[src/rtl/spi_pkg.sv]
// Shared SPI definitions: default frame geometry and the IDLE/ACTIVE state
// encoding used by both the responder and the master.
package spi_pkg;

    localparam int SPI_DATA_WIDTH  = 8;
    localparam int SPI_SYNC_STAGES = 2;

    typedef enum logic {
        SPI_IDLE   = 1'b0,
        SPI_ACTIVE = 1'b1
    } spi_state_e;

endpackage

[src/rtl/spi_sync.sv]
// N-flop synchronizer for one asynchronous bus input, followed by a single
// history flop so rising/falling edges of the synchronized level can be
// detected without adding metastability exposure.
module spi_sync #(
    parameter int   STAGES  = 2,
    parameter logic RST_VAL = 1'b0
) (
    input  logic clk,
    input  logic reset,
    input  logic d_in,
    output logic q,
    output logic rise,
    output logic fall
);

    logic [STAGES-1:0] sync_q;
    logic [STAGES-1:0] sync_d;
    logic              hist_q;
    logic              hist_d;

    // Shift the pin level down the chain; history holds the previous output.
    always_comb begin
        sync_d = {sync_q[STAGES-2:0], d_in};
        hist_d = sync_q[STAGES-1];
    end

    // Chain and history reset to the bus idle level so no false edge appears.
    always_ff @(posedge clk) begin
        if (reset) begin
            sync_q <= {STAGES{RST_VAL}};
            hist_q <= RST_VAL;
        end else begin
            sync_q <= sync_d;
            hist_q <= hist_d;
        end
    end

    assign q    = sync_q[STAGES-1];
    assign rise = q & ~hist_q;
    assign fall = ~q & hist_q;

endmodule

[src/rtl/spi_slave.sv]
// SPI mode-0 responder running entirely in the clk domain.
// Bit order: MSB first by default; define SPI_SLAVE_LSB_FIRST_EN for LSB first
// on both mosi and miso.
//
// state      | meaning
// -----------+-----------------------------------------------------------
// SPI_IDLE   | cs high; miso held 0, spi_clk edges ignored
// SPI_ACTIVE | frame in progress; shift on synchronized spi_clk edges
module spi_slave
    import spi_pkg::*;
#(
    parameter int DATA_WIDTH  = SPI_DATA_WIDTH,
    parameter int SYNC_STAGES = SPI_SYNC_STAGES
) (
    input  logic                  clk,
    input  logic                  reset,
    input  logic                  spi_clk,
    input  logic                  cs,
    input  logic                  mosi,
    output logic                  miso,
    input  logic [DATA_WIDTH-1:0] tx_data,
    output logic [DATA_WIDTH-1:0] rx_data,
    output logic                  rx_done,
    output logic                  tx_done,
    output logic                  busy
);

`ifdef SPI_SLAVE_LSB_FIRST_EN
    localparam bit LSB_FIRST = 1'b1;
`else
    localparam bit LSB_FIRST = 1'b0;
`endif

    localparam int CNT_W = (DATA_WIDTH > 1) ? $clog2(DATA_WIDTH) : 1;
    localparam logic [CNT_W-1:0] LAST_BIT = CNT_W'(DATA_WIDTH - 1);

    logic sclk_s, sclk_rise, sclk_fall;
    logic cs_s, cs_rise, cs_fall;
    logic mosi_s, mosi_rise_unused, mosi_fall_unused;

    spi_sync #(.STAGES(SYNC_STAGES), .RST_VAL(1'b0)) u_sync_sclk (
        .clk(clk), .reset(reset), .d_in(spi_clk),
        .q(sclk_s), .rise(sclk_rise), .fall(sclk_fall)
    );

    spi_sync #(.STAGES(SYNC_STAGES), .RST_VAL(1'b1)) u_sync_cs (
        .clk(clk), .reset(reset), .d_in(cs),
        .q(cs_s), .rise(cs_rise), .fall(cs_fall)
    );

    spi_sync #(.STAGES(SYNC_STAGES), .RST_VAL(1'b0)) u_sync_mosi (
        .clk(clk), .reset(reset), .d_in(mosi),
        .q(mosi_s), .rise(mosi_rise_unused), .fall(mosi_fall_unused)
    );

    spi_state_e            state_q, state_d;
    logic [CNT_W-1:0]      bit_cnt_q, bit_cnt_d;
    logic [DATA_WIDTH-1:0] rx_sh_q, rx_sh_d;
    logic [DATA_WIDTH-1:0] tx_sh_q, tx_sh_d;
    logic [DATA_WIDTH-1:0] rx_data_q, rx_data_d;
    logic                  miso_q, miso_d;
    logic                  rx_done_q, rx_done_d;
    logic                  tx_done_q, tx_done_d;
    logic                  byte_seen_q, byte_seen_d;
    logic [DATA_WIDTH-1:0] rx_next;
    logic                  tx_first;
    logic                  tx_second;

    // Order-dependent views of the shift registers.
    always_comb begin
        rx_next   = LSB_FIRST ? {mosi_s, rx_sh_q[DATA_WIDTH-1:1]}
                              : {rx_sh_q[DATA_WIDTH-2:0], mosi_s};
        tx_first  = LSB_FIRST ? tx_data[0] : tx_data[DATA_WIDTH-1];
        tx_second = LSB_FIRST ? tx_sh_q[1] : tx_sh_q[DATA_WIDTH-2];
    end

    // Next-state and datapath; cs rising takes priority over any spi_clk edge.
    always_comb begin
        state_d     = state_q;
        bit_cnt_d   = bit_cnt_q;
        rx_sh_d     = rx_sh_q;
        tx_sh_d     = tx_sh_q;
        rx_data_d   = rx_data_q;
        miso_d      = miso_q;
        rx_done_d   = 1'b0;
        tx_done_d   = 1'b0;
        byte_seen_d = byte_seen_q;
        case (state_q)
            SPI_IDLE: begin
                miso_d    = 1'b0;
                bit_cnt_d = '0;
                if (cs_fall) begin
                    state_d     = SPI_ACTIVE;
                    tx_sh_d     = tx_data;
                    miso_d      = tx_first;
                    rx_sh_d     = '0;
                    byte_seen_d = 1'b0;
                end
            end
            SPI_ACTIVE: begin
                if (cs_rise) begin
                    state_d   = SPI_IDLE;
                    miso_d    = 1'b0;
                    bit_cnt_d = '0;
                end else if (sclk_rise) begin
                    rx_sh_d = rx_next;
                    if (bit_cnt_q == LAST_BIT) begin
                        rx_data_d   = rx_next;
                        rx_done_d   = 1'b1;
                        tx_done_d   = 1'b1;
                        bit_cnt_d   = '0;
                        byte_seen_d = 1'b1;
                    end else begin
                        bit_cnt_d = bit_cnt_q + 1'b1;
                    end
                end else if (sclk_fall) begin
                    if (bit_cnt_q != '0) begin
                        miso_d  = tx_second;
                        tx_sh_d = LSB_FIRST ? {1'b0, tx_sh_q[DATA_WIDTH-1:1]}
                                            : {tx_sh_q[DATA_WIDTH-2:0], 1'b0};
                    end else if (byte_seen_q) begin
                        tx_sh_d = tx_data;
                        miso_d  = tx_first;
                    end
                end
            end
            default: state_d = SPI_IDLE;
        endcase
    end

    // State and datapath registers.
    always_ff @(posedge clk) begin
        if (reset) begin
            state_q     <= SPI_IDLE;
            bit_cnt_q   <= '0;
            rx_sh_q     <= '0;
            tx_sh_q     <= '0;
            rx_data_q   <= '0;
            miso_q      <= 1'b0;
            rx_done_q   <= 1'b0;
            tx_done_q   <= 1'b0;
            byte_seen_q <= 1'b0;
        end else begin
            state_q     <= state_d;
            bit_cnt_q   <= bit_cnt_d;
            rx_sh_q     <= rx_sh_d;
            tx_sh_q     <= tx_sh_d;
            rx_data_q   <= rx_data_d;
            miso_q      <= miso_d;
            rx_done_q   <= rx_done_d;
            tx_done_q   <= tx_done_d;
            byte_seen_q <= byte_seen_d;
        end
    end

    assign miso    = miso_q;
    assign rx_data = rx_data_q;
    assign rx_done = rx_done_q;
    assign tx_done = tx_done_q;
    assign busy    = (state_q == SPI_ACTIVE);

endmodule
[config.mk]
export PLATFORM = sky130hd
export DESIGN_NAME = spi_slave
export DESIGN_NICKNAME = d
export VERILOG_FILES = /design/src/rtl/spi_pkg.sv /design/src/rtl/spi_sync.sv /design/src/rtl/spi_slave.sv
export SDC_FILE = /design/constraint.sdc
export NUM_CORES = 1
export LEC_CHECK = 0
export CAP_MARGIN = 20
export CORE_UTILIZATION = 31
export CTS_CLUSTER_DIAMETER = 40
export DETAILED_ROUTE_END_ITERATION = 6
export GPL_TIMING_DRIVEN = 0
export HOLD_SLACK_MARGIN = 0.05
export PLACE_DENSITY = 0.59
export SLEW_MARGIN = 0
export SYNTH_ARGS = -nofsm -noshare
export SYNTH_HDL_FRONTEND = slang
export SYNTH_SLANG_ARGS = --single-unit
[constraint.sdc]
create_clock -name clk -period 2.3 [get_ports clk]
set_clock_uncertainty 0.2 [all_clocks]
set_input_delay 0.345 -clock clk [delete_from_list [all_inputs] [get_ports clk]]
set_output_delay 0.345 -clock clk [all_outputs]
set_load 0.01 [all_outputs]
After elaboration in Yosys (flattened, before gate mapping)

Index checks and enable logic that the tools add are counted.

Bits in registers: 37
Latch bits: 0
Bits in writable memories: 0
ROM bits: 0
Input bits: 13
Output and inout bits: 12
Logic and storage cells: 75
Memories: 0

Add/subtract/negate cells: 1
Multiply operators: 0
Divide/modulo/power cells: 0
Magnitude comparators: 0
Eq/ne operators: 12
Shift-type cells: 0
Muxes and demuxes: 31
Bitwise operators: 11
Reductions and logical operators: 7

Operators with widths:

| kind                                           | count |
|---|---|
| two-way mux 7 bit                              | 9 |
| one-hot mux 7 bit (2 select lines)             | 2 |
| two-way mux 1 bit                              | 13 |
| != test 2 bit (second input constant)          | 5 |
| two-way mux 3 bit                              | 3 |
| != test 3 bit (second input constant)          | 3 |
| AND reduction 4 bit                            | 2 |
| NOT 1 bit                                      | 7 |
| one-hot mux 1 bit (2 select lines)             | 3 |
| one-hot mux 3 bit (2 select lines)             | 1 |
| AND reduction 3 bit                            | 2 |
| AND reduction 5 bit                            | 1 |
| AND 1 bit                                      | 4 |
| != test 4 x 2 -> 1 bit (second input constant) | 1 |
| OR reduction 4 bit                             | 1 |
| adder 3 x 1 -> 3 bit (second input constant)   | 1 |
| == test 3 bit (second input constant)          | 1 |
| != test 3 x 1 -> 1 bit (second input constant) | 1 |
| nonzero test 3 bit                             | 1 |
| != test 2 x 1 -> 1 bit (second input constant) | 1 |

Longest topological paths before layout

Gate-level depths: netlist of the first run.

Word-level depth: 6
Depth in mapped cells: 8
Mapped depth without buffers: 6

Modules after synthesis

A second synthesis of the first run with hierarchy kept.

Cell total of the unflattened synthesis: 176
Area total of the unflattened synthesis: 1,615.3 sq um

By module, submodules not included:

| module                     | times used | cells each | area an instance (sq um) | sequential area each (sq um) |
|---|---|---|---|---|
| spi_slave                  | 1          | 152        | 1,340.0                  | 580.6 |
| spi_sync (u_sync_mosi ...) | 2          | 8          | 91.3                     | 60.1 |
| spi_sync (u_sync_cs)       | 1          | 8          | 92.6                     | 60.1 |

Worst setup path before layout of the first run

OpenSTA, ideal clock, no wires.

Path type: register to register
Start: reg bit_cnt_q[0]
End: reg tx_sh_q[3]
Library setup time: 0.140 ns
Data arrival time: 1.468 ns
Required time: 1.960 ns
Slack: 0.492 ns
Stages on the path, launching flop included: 9
Buffers on the path: 2
Clock period less this slack: 1.808 ns
Cell sequence: dfxtp_1 > inv_1 > ha_1 > nand2b_4 > or3b_1 > clkbuf_1 > buf_6 > a21oi_1 > a311oi_2

Cells in the longest elaborated chain, start to end: 6
Elaborated cells between the ends (all ways): 8
Classes of those cells: eq/ne: 1; mux: 5; reduce/logical: 2

Ends and longest elaborated chain:

| element                            | line             | source |
|---|---|---|
| start: declaration                 | spi_slave.sv:57  | `logic [CNT_W-1:0] bit_cnt_q, bit_cnt_d;` |
| start signal: assignment           | spi_slave.sv:145 | `bit_cnt_q <= bit_cnt_d;` |
| nonzero test 3 bit *               | spi_slave.sv:117 | `if (bit_cnt_q != '0) begin` |
| two-way mux 7 bit                  | spi_slave.sv:117 |  |
| two-way mux 7 bit                  | spi_slave.sv:116 | `end else if (sclk_fall) begin` |
| two-way mux 7 bit                  | spi_slave.sv:105 | `end else if (sclk_rise) begin` |
| two-way mux 7 bit                  | spi_slave.sv:101 | `if (cs_rise) begin` |
| one-hot mux 7 bit (2 select lines) | spi_slave.sv:88  | `case (state_q)` |
| end signal: assignment             | spi_slave.sv:147 | `tx_sh_q <= tx_sh_d;` |
| end: declaration                   | spi_slave.sv:59  | `logic [DATA_WIDTH-1:0] tx_sh_q, tx_sh_d;` |

Mark *: on every way between the ends. The rest lies on a longest branch, timed or not. The select of a mux whose other input is x is not followed.
A chain may end at the register's enable or synchronous reset.

Worst setup path in the final report of the first run

Start: reg bit_cnt_q[0]
End: reg tx_sh_q[4]

The elaborated chain is that of the path after synthesis.

==> results of run 1 <==
[flip-flops by register name, summed over array words and instances (netlist names)]
signal	flops
u_sync_sclk.sync_q	2
miso	1
bit_cnt_q	3
u_sync_cs.hist_q	1
busy	1
u_sync_cs.sync_q	2
tx_done	1
tx_sh_q	7
rx_sh_q	7
rx_data	8
byte_seen_q	1
u_sync_mosi.sync_q	2
u_sync_sclk.hist_q	1
[metal layers]
| metal | GRT usage | part of all wire |
|---|---|---|
| met2 | 0.208 | 0.49 |
| met5 | 0 | 0 |
| met4 | 0.0588 | 0.019 |
| met1 | 0.138 | 0.45 |
| met3 | 0.0458 | 0.034 |
[kinds of logic (layout without fill, tap and decap cells)]
kind of cell	Yosys count	count (layout)
compound gates	31	31
fa+ha+maj	3	3
buf+inv	14	44
flops	37	37
mux	16	16
simple gates	50	50
[power by group]
| group | switching [mW] | internal [mW] | total, mW |
|---|---|---|---|
| Combinational | 0.0472 | 0.0464 | 0.0936 |
| Clock | 0.226 | 0.315 | 0.541 |
| Sequential | 0.00842 | 0.655 | 0.663 |
[layout make-up]
cell class                 instances  area share
clock inverter                     2      0.0181
clock buffer                       5      0.0355
multi-input combinational        100       0.364
inverter                           2     0.00388
sequential                        37       0.382
timing repair buffer              23       0.119
tap                               67      0.0433
buffer                            12      0.0336
[layout by cell type (no fill, tap or decap), types with 2 or more instances in the layout]
master / Yosys / final
a21oi_1: 18 / 18
a311oi_2: 6 / 6
buf_2: 4 / 4
buf_4: 2 / 2
clkbuf_1: 5 / 5
clkbuf_8: 0 / 5
clkdlybuf4s50_1: 0 / 23
dfxtp_1: 37 / 37
ha_1: 3 / 3
inv_1: 2 / 2
mux2i_1: 16 / 16
nand2_1: 10 / 10
nand2b_1: 2 / 2
nand4_1: 9 / 9
nor2_1: 12 / 12
nor2b_1: 7 / 7
nor3_1: 4 / 4
or2_2: 3 / 3
[per-stage QoR]
| step | power [mW] | hold WS (ns) | instances |
|---|---|---|---|
| finish | 1.30 | 0.212 | 248 |
| global route | 1.36 | 0.245 | 248 |
| CTS | 1.32 | 0.210 | 248 |
| detailed placement | 0.772 | 0.197 | 241 |
| global placement | 0.769 | 0.193 | 241 |
| floorplan | 0.735 | 0.189 | 151 |
[worst max path at each step]
| stage | end |
|---|---|
| finish | tx_sh_q[4] |
| global placement | tx_sh_q[4] |
| detailed placement | tx_sh_q[5] |
| CTS | tx_sh_q[5] |
| floorplan | tx_sh_q[3] |
| global route | tx_sh_q[5] |
==> impl_metrics.json, run 1 <==
{
  "grtUsageTotal": 0.123,
  "reg2regPathDepth": 8,
  "cts_sinks": 37,
  "die_w_microns": 72,
  "design_area_sq_um": 1940,
  "rsz0062_at_grt": "false",
  "setup_viol": 0,
  "seqCellArea_sq_um": 741,
  "tritoncts": "yes",
  "fmax_ghz": 0.509,
  "peakVddDrop_mv": 0.341,
  "crit_cells": 8,
  "hold_path.startpoint": "u_sync_cs.sync_q[0]",
  "min_period_ns": 1.96,
  "maxSlewViolCount": 0,
  "nFillCells": 463,
  "drive_above_1_share": 0.155,
  "numCtsBuffers": 5,
  "nNetsFinal": 197,
  "synth_xor_area_frac": 0,
  "cts.clk_slew.worst_paths_ns": 0.07,
  "power_density_nw_per_um2": 670,
  "finalHoldViolations": 0,
  "crit_path_start_kind": "flop",
  "start_util": 0.322,
  "die_h_microns": 72,
  "htree_levels": 2,
  "yosys-top-cells-count": "dfxtp_1 (37), a21oi_1 (18), mux2i_1 (16)",
  "dr.pass1.iters": 4,
  "maxCapViolCount": 0,
  "worst-path-max-fanout": 10,
  "synth_top_family_by_area": "simple AND/OR/NAND/NOR gates",
  "place.gp.congestion": 0.770,
  "wl_per_cell_microns": 11.7,
  "overflow": 0,
  "r2r_end": "tx_sh_q[4]",
  "post-route-period-util": 0.854,
  "hpwlAfterDp_mm": 2.02,
  "yosysMostFrequentCell": "dfxtp_1",
  "cts_buffer_depth": 2,
  "maxSlewHeadroom": 0.601,
  "async_flop_share": 0,
  "die-area_sq_um": 5180,
  "fp.coreArea_sq_um": 4720,
  "run_status": "complete, no violations",
  "num_rows": 25,
  "crit_family": "simple AND/OR/NAND/NOR gates",
  "synth-compound-area-share": 0.157,
  "r2r_setup_slack_ns": 0.34,
  "yosysSeqAreaShare": 0.488,
  "vias": 1187,
  "cpMaxStageDelayCell": "or3b_1",
  "setup_tns_ns": 0,
  "cts_root_buf": "clkbuf_8",
  "crit_required_ns": 2.25,
  "crit_type": "flop to flop",
  "fin_util": 0.410,
  "cts_setup_buffers": 0,
  "synth_edf_count": 0,
  "crit_arrival_ns": 1.91,
  "grt_pass1_wl_mm": 4.89,
  "timing.final.ws_setup_ns": 0.336,
  "syn-num-nets": 167,
  "multi_input_area_sq_um": 706,
  "synth_cell_type_count": 27,
  "postRouteAntennaNets": 0,
  "end_kind": "flop",
  "synth.avg_cell_area_sq_um": 10.1,
  "drc": 0,
  "muxShareOfSynthArea": 0.105,
  "cp_cell_sequence": "inv_1 > ha_1 > nand2b_4 > or3b_1 > clkbuf_1 > buf_6 > a21oi_1 > a311oi_2",
  "synth_adder_area_share": 0.0247,
  "synth.largest_area_cell": "dfxtp_1",
  "dpl_cell_area_sq_um": 1830,
  "synth_top_area_share": 0.488,
  "hold_buffers": 0,
  "yosys-top-cells-area": "dfxtp_1 (49%), mux2i_1 (11%), a21oi_1 (5.9%), a311oi_2 (5.9%), nand4_1 (3.7%)",
  "drt_iter0_markers": 104,
  "cpPeakStageDelay_ns": 0.37,
  "antenna_found_initial": 0,
  "whs_path_depth": 1,
  "avgViaCountPerCell": 4.79,
  "cts_resized": 0,
  "hp-class": "flop to flop",
  "worst_pin_slew_ns": 0.598,
  "grt_pass1_vias": 1109,
  "ios": 25,
  "cp-startpoint": "bit_cnt_q[0]",
  "ys_ff_latch": 37,
  "power_leakage_nw": 0.766,
  "totalWireLength_mm": 2.90,
  "synthFlopType": "dfxtp_1",
  "grt_max_degree": 12,
  "synth.cell_area_sq_um": 1520,
  "cp_num_buf_inv": 3,
  "yosys_warnings": 0,
  "antenna_cells_inserted": 0,
  "port_buffers": 23,
  "netlist_instances": 151,
  "pre_cts_ws_ns": 0.352,
  "timing.rr.start": "bit_cnt_q[0]",
  "synthSimpleGateAreaFrac": 0.177,
  "area_growth_syn_to_layout_pct": 27.5,
  "whs_endpoint": "u_sync_cs.sync_q[1]",
  "clock_latency_ns": 0.29
}
Note: power is estimated with default switching activity, not from simulation.
==> run 2: changes to the inputs <==
CTS_BUF_LIST = sky130_fd_sc_hd__clkbuf_2 sky130_fd_sc_hd__clkbuf_4 sky130_fd_sc_hd__clkbuf_8   (was not set)
SETUP_SLACK_MARGIN = 0.3   (was not set)
==> impl_metrics.json, run 2 (synthesis results as in run 1) <==
{
  "run_status": "complete, no violations",
  "crit_type": "flop to flop",
  "drc": 0,
  "power_leakage_nw": 0.771,
  "maxSlewHeadroom": 0.610,
  "worst_pin_slew_ns": 0.584,
  "largest_register_ffs": 8,
  "antenna_cells_inserted": 0,
  "grt_pass1_vias": 1109,
  "mostFrequentLayoutCells": "dfxtp_1 (37), clkdlybuf4s50_1 (23), mux2i_1 (16)",
  "tritoncts": "yes",
  "die_h_microns": 72,
  "post-route-period-util": 0.841,
  "postRouteAntennaNets": 0,
  "rsz0062_at_grt": "true",
  "hp-class": "flop to flop",
  "crit_path_start_kind": "flop",
  "cts_buffer_depth": 2,
  "totalWireLength_mm": 2.91,
  "power_density_nw_per_um2": 667,
  "fin_util": 0.413,
  "grt_pass1_wl_mm": 4.89,
  "finalHoldViolations": 0,
  "setup_tns_ns": 0,
  "nNetsFinal": 197,
  "die_w_microns": 72,
  "total_power_mw": 1.30,
  "antenna_found_initial": 0,
  "maxSlewViolCount": 0,
  "final_common_cell": "dfxtp_1",
  "ios": 25,
  "maxCapViolCount": 0,
  "design_area_sq_um": 1950,
  "cts.clk_slew.worst_paths_ns": 0.07,
  "num_rows": 25,
  "worst_hold_slack_ns": 0.212,
  "drt_iter0_markers": 100,
  "die-area_sq_um": 5180,
  "avgViaCountPerCell": 4.79,
  "start_util": 0.322,
  "end_kind": "flop",
  "overflow": 0,
  "crit_arrival_ns": 1.88,
  "fp.coreArea_sq_um": 4720,
  "peakVddDrop_mv": 0.339,
  "setup_viol": 0,
  "cts_sinks": 37,
  "area_growth_syn_to_layout_pct": 28.3,
  "dr.pass1.iters": 4,
  "worst-path-max-fanout": 10,
  "numCtsBuffers": 5,
  "crit_required_ns": 2.25,
  "fmax_ghz": 0.517,
  "vias": 1188,
  "grtUsageTotal": 0.123,
  "dpl_cell_area_sq_um": 1830,
  "grt_max_degree": 12,
  "min_period_ns": 1.93,
  "cts_root_buf": "clkbuf_8",
  "wl_per_cell_microns": 11.7,
  "drive_above_1_share": 0.177,
  "clock_latency_ns": 0.29,
  "htree_levels": 2,
  "hpwlAfterDp_mm": 2.02,
  "port_buffers": 23,
  "hold_buffers": 0,
  "place.gp.congestion": 0.770
}
-- run 2: area by class of cell --
class	count	area (sq um)
fill	463	2770
sequential	37	741
multi-input combinational	100	717
timing repair buffer	23	230
tap	67	83.8
clock buffer	5	68.8
buffer	12	66.3
clock inverter	2	35.0
inverter	2	7.51
-- run 2: worst paths after layout --
path                            slack (ns)                start                   to  cells past startpoint
worst min register to register        0.21  u_sync_cs.sync_q[0]  u_sync_cs.sync_q[1]                      1
worst max-delay path                  0.37         bit_cnt_q[0]           tx_sh_q[5]                      8
worst max register to register        0.37         bit_cnt_q[0]           tx_sh_q[5]                      8
worst min-delay path                  0.21  u_sync_cs.sync_q[0]  u_sync_cs.sync_q[1]                      1
-- run 2: power by group --
part / leakage [nW] / total [mW] / switching [mW] / internal [mW]
Combinational: 0.417 / 0.0962 / 0.0483 / 0.0479
Clock: 0.0540 / 0.541 / 0.226 / 0.315
Sequential: 0.300 / 0.664 / 0.00897 / 0.655
-- run 2: critical path, stage by stage (launching register included) --
cell and delay (ns):
dfxtp_1 0.33, inv_1 0.08, ha_1 0.20, nand2b_4 0.08, or3b_1 0.37, clkbuf_2 0.16
buf_6 0.17, a21oi_2 0.15, a311oi_2 0.06
-- run 2: per-stage QoR --
step / cells / setup WS [ns]
floorplan: 151 / 0.492
global placement: 241 / 0.397
detailed placement: 241 / 0.352
CTS: 248 / 0.337
global route: 248 / 0.278
finish: 248 / 0.366
-- run 2: what timing repair did --
item	4_1_cts	5_1_grt
gates resized for setup	0	4
setup buffers	0	0
setup endpoints to repair	0	3
-- run 2: metal layers --
layer / wire, microns / vias up / GRT usage
met4: 56 / 0 / 0.0588
met5: 0 / - / 0
li1: - / 593 / -
met1: 1300 / 564 / 0.138
met2: 1450 / 24 / 0.208
met3: 103 / 7 / 0.0458
==> run 3: changes to the inputs <==
clock period = 1.9 ns   (was 2.3 ns; I/O delays follow)
==> impl_metrics.json, run 3 (synthesis results as in run 1) <==
{
  "grt_max_degree": 12,
  "die_w_microns": 72,
  "cp-startpoint": "bit_cnt_q[0]",
  "htree_levels": 2,
  "fin_util": 0.438,
  "grt_pass1_vias": 1232,
  "cp_cell_sequence": "inv_2 > ha_4 > nand2b_4 > or3b_4 > buf_8 > clkbuf_16 > a311oi_2",
  "grt_pass1_wl_mm": 5.38,
  "finalHoldViolations": 0,
  "setup_viol": 0,
  "worst_pin_slew_ns": 0.567,
  "cts_root_buf": "clkbuf_8",
  "nNetsFinal": 203,
  "cts_sinks": 37,
  "area_growth_syn_to_layout_pct": 36.3,
  "wl_per_cell_microns": 11.7,
  "maxCapViolCount": 0,
  "wl_met1_mm": 1.37,
  "maxSlewHeadroom": 0.622,
  "met3_length_microns": 130,
  "power_density_nw_per_um2": 711,
  "min_period_ns": 1.79,
  "clock_latency_ns": 0.29,
  "tritoncts": "yes",
  "top_layer_used": "met4",
  "hold_path.startpoint": "reset",
  "place.gp.congestion": 0.738,
  "die-area_sq_um": 5180,
  "num_rows": 25,
  "totalWireLength_mm": 2.99,
  "cts.clk_slew.worst_paths_ns": 0.07,
  "hpwlAfterDp_mm": 2.05,
  "met2_length_mm": 1.45,
  "hp-class": "input pin to flop",
  "antenna_found_initial": 0,
  "avgViaCountPerCell": 4.65,
  "maxSlewViolCount": 0,
  "mostFrequentLayoutCells": "dfxtp_1 (34), mux2i_1 (16), a21oi_1 (15)",
  "overflow": 0,
  "timing.rr.start": "bit_cnt_q[0]",
  "numCtsBuffers": 5,
  "cts_buffer_depth": 2,
  "run_status": "complete, no violations",
  "postRouteAntennaNets": 0,
  "dpl_cell_area_sq_um": 1860,
  "die_h_microns": 72,
  "drc": 0,
  "rsz0062_at_grt": "true",
  "cpPeakStageDelay_ns": 0.38,
  "pre_cts_ws_ns": 0.106,
  "dr.pass1.iters": 4,
  "ios": 25,
  "largest_register_ffs": 8,
  "post-route-period-util": 0.939,
  "grtUsageTotal": 0.133,
  "fmax_ghz": 0.560,
  "crit_family": "simple AND/OR/NAND/NOR gates",
  "drive_above_1_share": 0.266,
  "crit_type": "flop to flop",
  "final_common_cell": "dfxtp_1",
  "crit_arrival_ns": 1.79,
  "port_buffers": 23,
  "drt_iter0_markers": 50,
  "cp_num_buf_inv": 3,
  "peakVddDrop_mv": 0.351,
  "antenna_cells_inserted": 0,
  "crit_required_ns": 1.90,
  "end_kind": "flop",
  "crit_path_start_kind": "flop",
  "timing.final.ws_setup_ns": 0.115,
  "design_area_sq_um": 2070,
  "setup_tns_ns": 0,
  "start_util": 0.322,
  "cpMaxStageDelayCell": "or3b_4",
  "vias": 1186,
  "fp.coreArea_sq_um": 4720,
  "power_leakage_nw": 0.894,
  "worst-path-max-fanout": 6
}
-- run 3: timing repair --
item | CTS | global route
setup endpoints to repair | 27 | 27
cloned | 1 | 1
gates resized for setup | 21 | 11
hold buffers | 0 | 0
buffers inserted | 3 | 1
pin swaps | 2 | 0
-- run 3: worst reg2reg max path: stages, from the launching register on --
cell	delay (ns)
dfxtp_2	0.34
inv_2	0.07
ha_4	0.14
nand2b_4	0.07
or3b_4	0.38
buf_8	0.14
clkbuf_16	0.15
a311oi_2	0.21
-- run 3: through the flow --
stage	cells	total power, mW	hold slack (ns)
floorplan	151	0.894	0.189
global placement	241	0.934	0.193
detailed placement	241	0.938	0.206
CTS	253	1.48	0.163
global route	255	1.54	0.189
finish	255	1.47	0.152
-- run 3: worst paths after layout --
path | endpoint | slack (ns) | cells past startpoint
min reg2reg | u_sync_cs.sync_q[1] | 0.22 | 1
min | u_sync_mosi.sync_q[1] | 0.15 | 2
max reg2reg | tx_sh_q[6] | 0.11 | 7
max | tx_sh_q[6] | 0.11 | 7
-- run 3: cell type report --
| type | count | area (sq um) |
|---|---|---|
| buffer | 12 | 93.8 |
| clock buffer | 6 | 76.3 |
| clock inverter | 2 | 10.0 |
| fill | 464 | 2650 |
| inverter | 2 | 7.51 |
| multi-input combinational | 100 | 769 |
| sequential | 37 | 744 |
| tap | 67 | 83.8 |
| timing repair buffer | 29 | 285 |
-- run 3: layer usage --
metal | track usage | up-vias
li1 | - | 604
met1 | 0.154 | 551
met2 | 0.229 | 26
met3 | 0.0417 | 5
met4 | 0.0523 | 0
met5 | 0 | -
-- run 3: power breakdown --
group | leakage, nW | internal, mW | switching (mW)
Combinational | 0.544 | 0.0716 | 0.0623
Sequential | 0.302 | 0.793 | 0.0125
Clock | 0.0484 | 0.268 | 0.264
==> edit, RTL diff (config.mk and constraints of run 2) <==
Take the reset off `rx_sh_q`, `tx_sh_q` and `rx_data_q` and load them in a clocked block of their own.
--- a/src/rtl/spi_slave.sv
+++ b/src/rtl/spi_slave.sv
@@ -134,7 +134,4 @@
             state_q     <= SPI_IDLE;
             bit_cnt_q   <= '0;
-            rx_sh_q     <= '0;
-            tx_sh_q     <= '0;
-            rx_data_q   <= '0;
             miso_q      <= 1'b0;
             rx_done_q   <= 1'b0;
@@ -144,7 +141,4 @@
             state_q     <= state_d;
             bit_cnt_q   <= bit_cnt_d;
-            rx_sh_q     <= rx_sh_d;
-            tx_sh_q     <= tx_sh_d;
-            rx_data_q   <= rx_data_d;
             miso_q      <= miso_d;
             rx_done_q   <= rx_done_d;
@@ -152,4 +146,10 @@
             byte_seen_q <= byte_seen_d;
         end
+    end
+
+    always_ff @(posedge clk) begin
+        rx_sh_q   <= rx_sh_d;
+        tx_sh_q   <= tx_sh_d;
+        rx_data_q <= rx_data_d;
     end
 
Behaviour: same outputs for any inputs over 10 cycles, from zero or initial values and one cycle with reset high; that may be too few to reach the edited logic, so the function may still have changed.
==> edit against run 2 <==
  * Routed wire length decreased by 22%
  * Highest routed layer unchanged
  * Power decreased by 3.5%
  * Clock power decreased by 15%
  * Area after synthesis decreased by 7.0%
  * Global-route usage decreased by 2.0 points
  * Critical path depth decreased by 3
  * Cell area decreased by 5.3%
  * Cell count decreased by 25%
  * Maximum frequency increased by 2.4%
  * Die area decreased by 6.8%
  * Sequential cell count unchanged
  * Worst setup slack improved by 0.045 ns
  * Worst hold slack improved by 0.014 ns
==> edit: results (changes against run 2) <==
metric,value,unit,change
routed wl met2,1038,µm,was 1445 µm
vias in the first global route,820,,was 1109
Worst Tran Pin Value,0.5426,ns,was 0.5843 ns
Mapped Cells,100,,was 151
global-route wire length before repair,3739,µm,was 4892 µm
pin count of the biggest net entering global routing,11,,was 12
Final Non-Filler Cells,185,,was 248
syn nets,116,,was 167
"top cells by area, synth","edfxtp_1 47%, dfxtp_1 21%, mux2_1 4.8%",,"was dfxtp_1 49%, mux2i_1 11%, a21oi_1 5.9%"
final WL,2259,µm,was 2909 µm
top_reg_cell synth,edfxtp_1,,was dfxtp_1
dpl ws,0.04972,ns,was 0.3520 ns
Reg2Reg Depth,5,,was 8
crit path from,u_sync_cs.hist_q,,was bit_cnt_q[0]
Filler Cell Count,381,,was 463
commonest cells in the netlist,"22 x edfxtp_1, 15 x dfxtp_1, 8 x and2_1, 6 x mux2_1, 6 x nor2b_1",,"was 37 x dfxtp_1, 18 x a21oi_1, 16 x mux2i_1, 12 x nor2_1, 10 x nand2_1"
DP Cell Count,176,,was 241
Critical Path Slowest Stage Cell,dfxtp_1,,was or3b_1
M1 wire length,1023,µm,was 1303 µm
Worst VDD drop,302.8,µV,was 338.7 µV
status,"complete, no violations",,unchanged
vias,831,,was 1188
share of cells above drive strength 1,0.1579,,was 0.1768
family with the most delay on the worst path,buffers and inverters,,was simple AND/OR/NAND/NOR gates
crit path to,tx_sh_q[4],,was tx_sh_q[5]
routability congestion estimate,0.8323,,was 0.7697
PortBufs,24,,was 23
register area share after synthesis,0.6802,,was 0.4876
"slowest stage delay, CP",0.35,ns,was 0.37 ns
number of synthesized flops with an enable pin,22,,was 0
met3 WL,135,µm,was 103 µm
Final Cycle Share,0.8210,,was 0.8407
==> edit: changes by cell type after synthesis, moves of 8 or more <==
cell and delta:
a21oi_1 -15, dfxtp_1 -22, nand4_1 -9, mux2i_1 -15
edfxtp_1 +22, and2_1 +8, nor2_1 -9, nand2_1 -8
==> edit: worst min path at each step <==
stage	start	end	slack [ns]
floorplan	u_sync_cs.sync_q[0]	u_sync_cs.sync_q[1]	0.19
global placement	u_sync_cs.sync_q[0]	u_sync_cs.sync_q[1]	0.21
detailed placement	u_sync_cs.sync_q[0]	u_sync_cs.sync_q[1]	0.21
CTS	u_sync_mosi.sync_q[1]	rx_data[0]	0.23
global route	u_sync_cs.sync_q[0]	u_sync_cs.sync_q[1]	0.24
finish	u_sync_mosi.sync_q[1]	rx_data[0]	0.23
==> edit: cells by family after synthesis <==
group,Yosys count,synth area share
flip-flops,37,0.6802
AND/OR/NAND/NOR,35,0.1470
AO/OA/AOI/OAI,10,0.05934
buffers and inverters,8,0.03188
multiplexers,7,0.05491
adder cells (fa/ha/maj),3,0.02658
==> edit: cell type report <==
type                    instances  share of cell area
plain buffers                   4             0.01626
inverters                       4            0.008130
well taps                      52             0.03523
clock buffers                   8             0.04946
repair buffers                 25              0.1341
multi-input cells              55              0.2365
flip-flops and latches         37              0.5203
==> edit: stage by stage <==
step | hold WS [ns] | instance area (µm²)
detailed placement | 0.2057 | 1725
finish | 0.2262 | 1847
CTS | 0.2256 | 1836
floorplan | 0.1895 | 1420
global placement | 0.2055 | 1725
global route | 0.2375 | 1847
==> edit: per-layer routing <==
metal	vias up	global-route usage
li1	414	-
met1	385	0.1146
met2	25	0.1629
met3	7	0.03924
met4	0	0.07029
met5	-	0
==> edit: repair_timing <==
item / 4_1_cts / 5_1_grt
setup buffers: 0 / 1
endpoints found under the setup margin: 23 / 14
pin swaps: 1 / 1
resized for setup: 4 / 1
==> edit: power by group through the flow <==
stage / clock, mW / sequential (mW) / combinational [mW]
6_report: 0.461 / 0.723 / 0.0712
3_3_place_gp: 0 / 0.737 / 0.0661
3_5_place_dp: 0 / 0.738 / 0.0679
4_1_cts: 0.472 / 0.723 / 0.0704
5_1_grt: 0.509 / 0.724 / 0.0773
2_1_floorplan: 0 / 0.736 / 0.0346
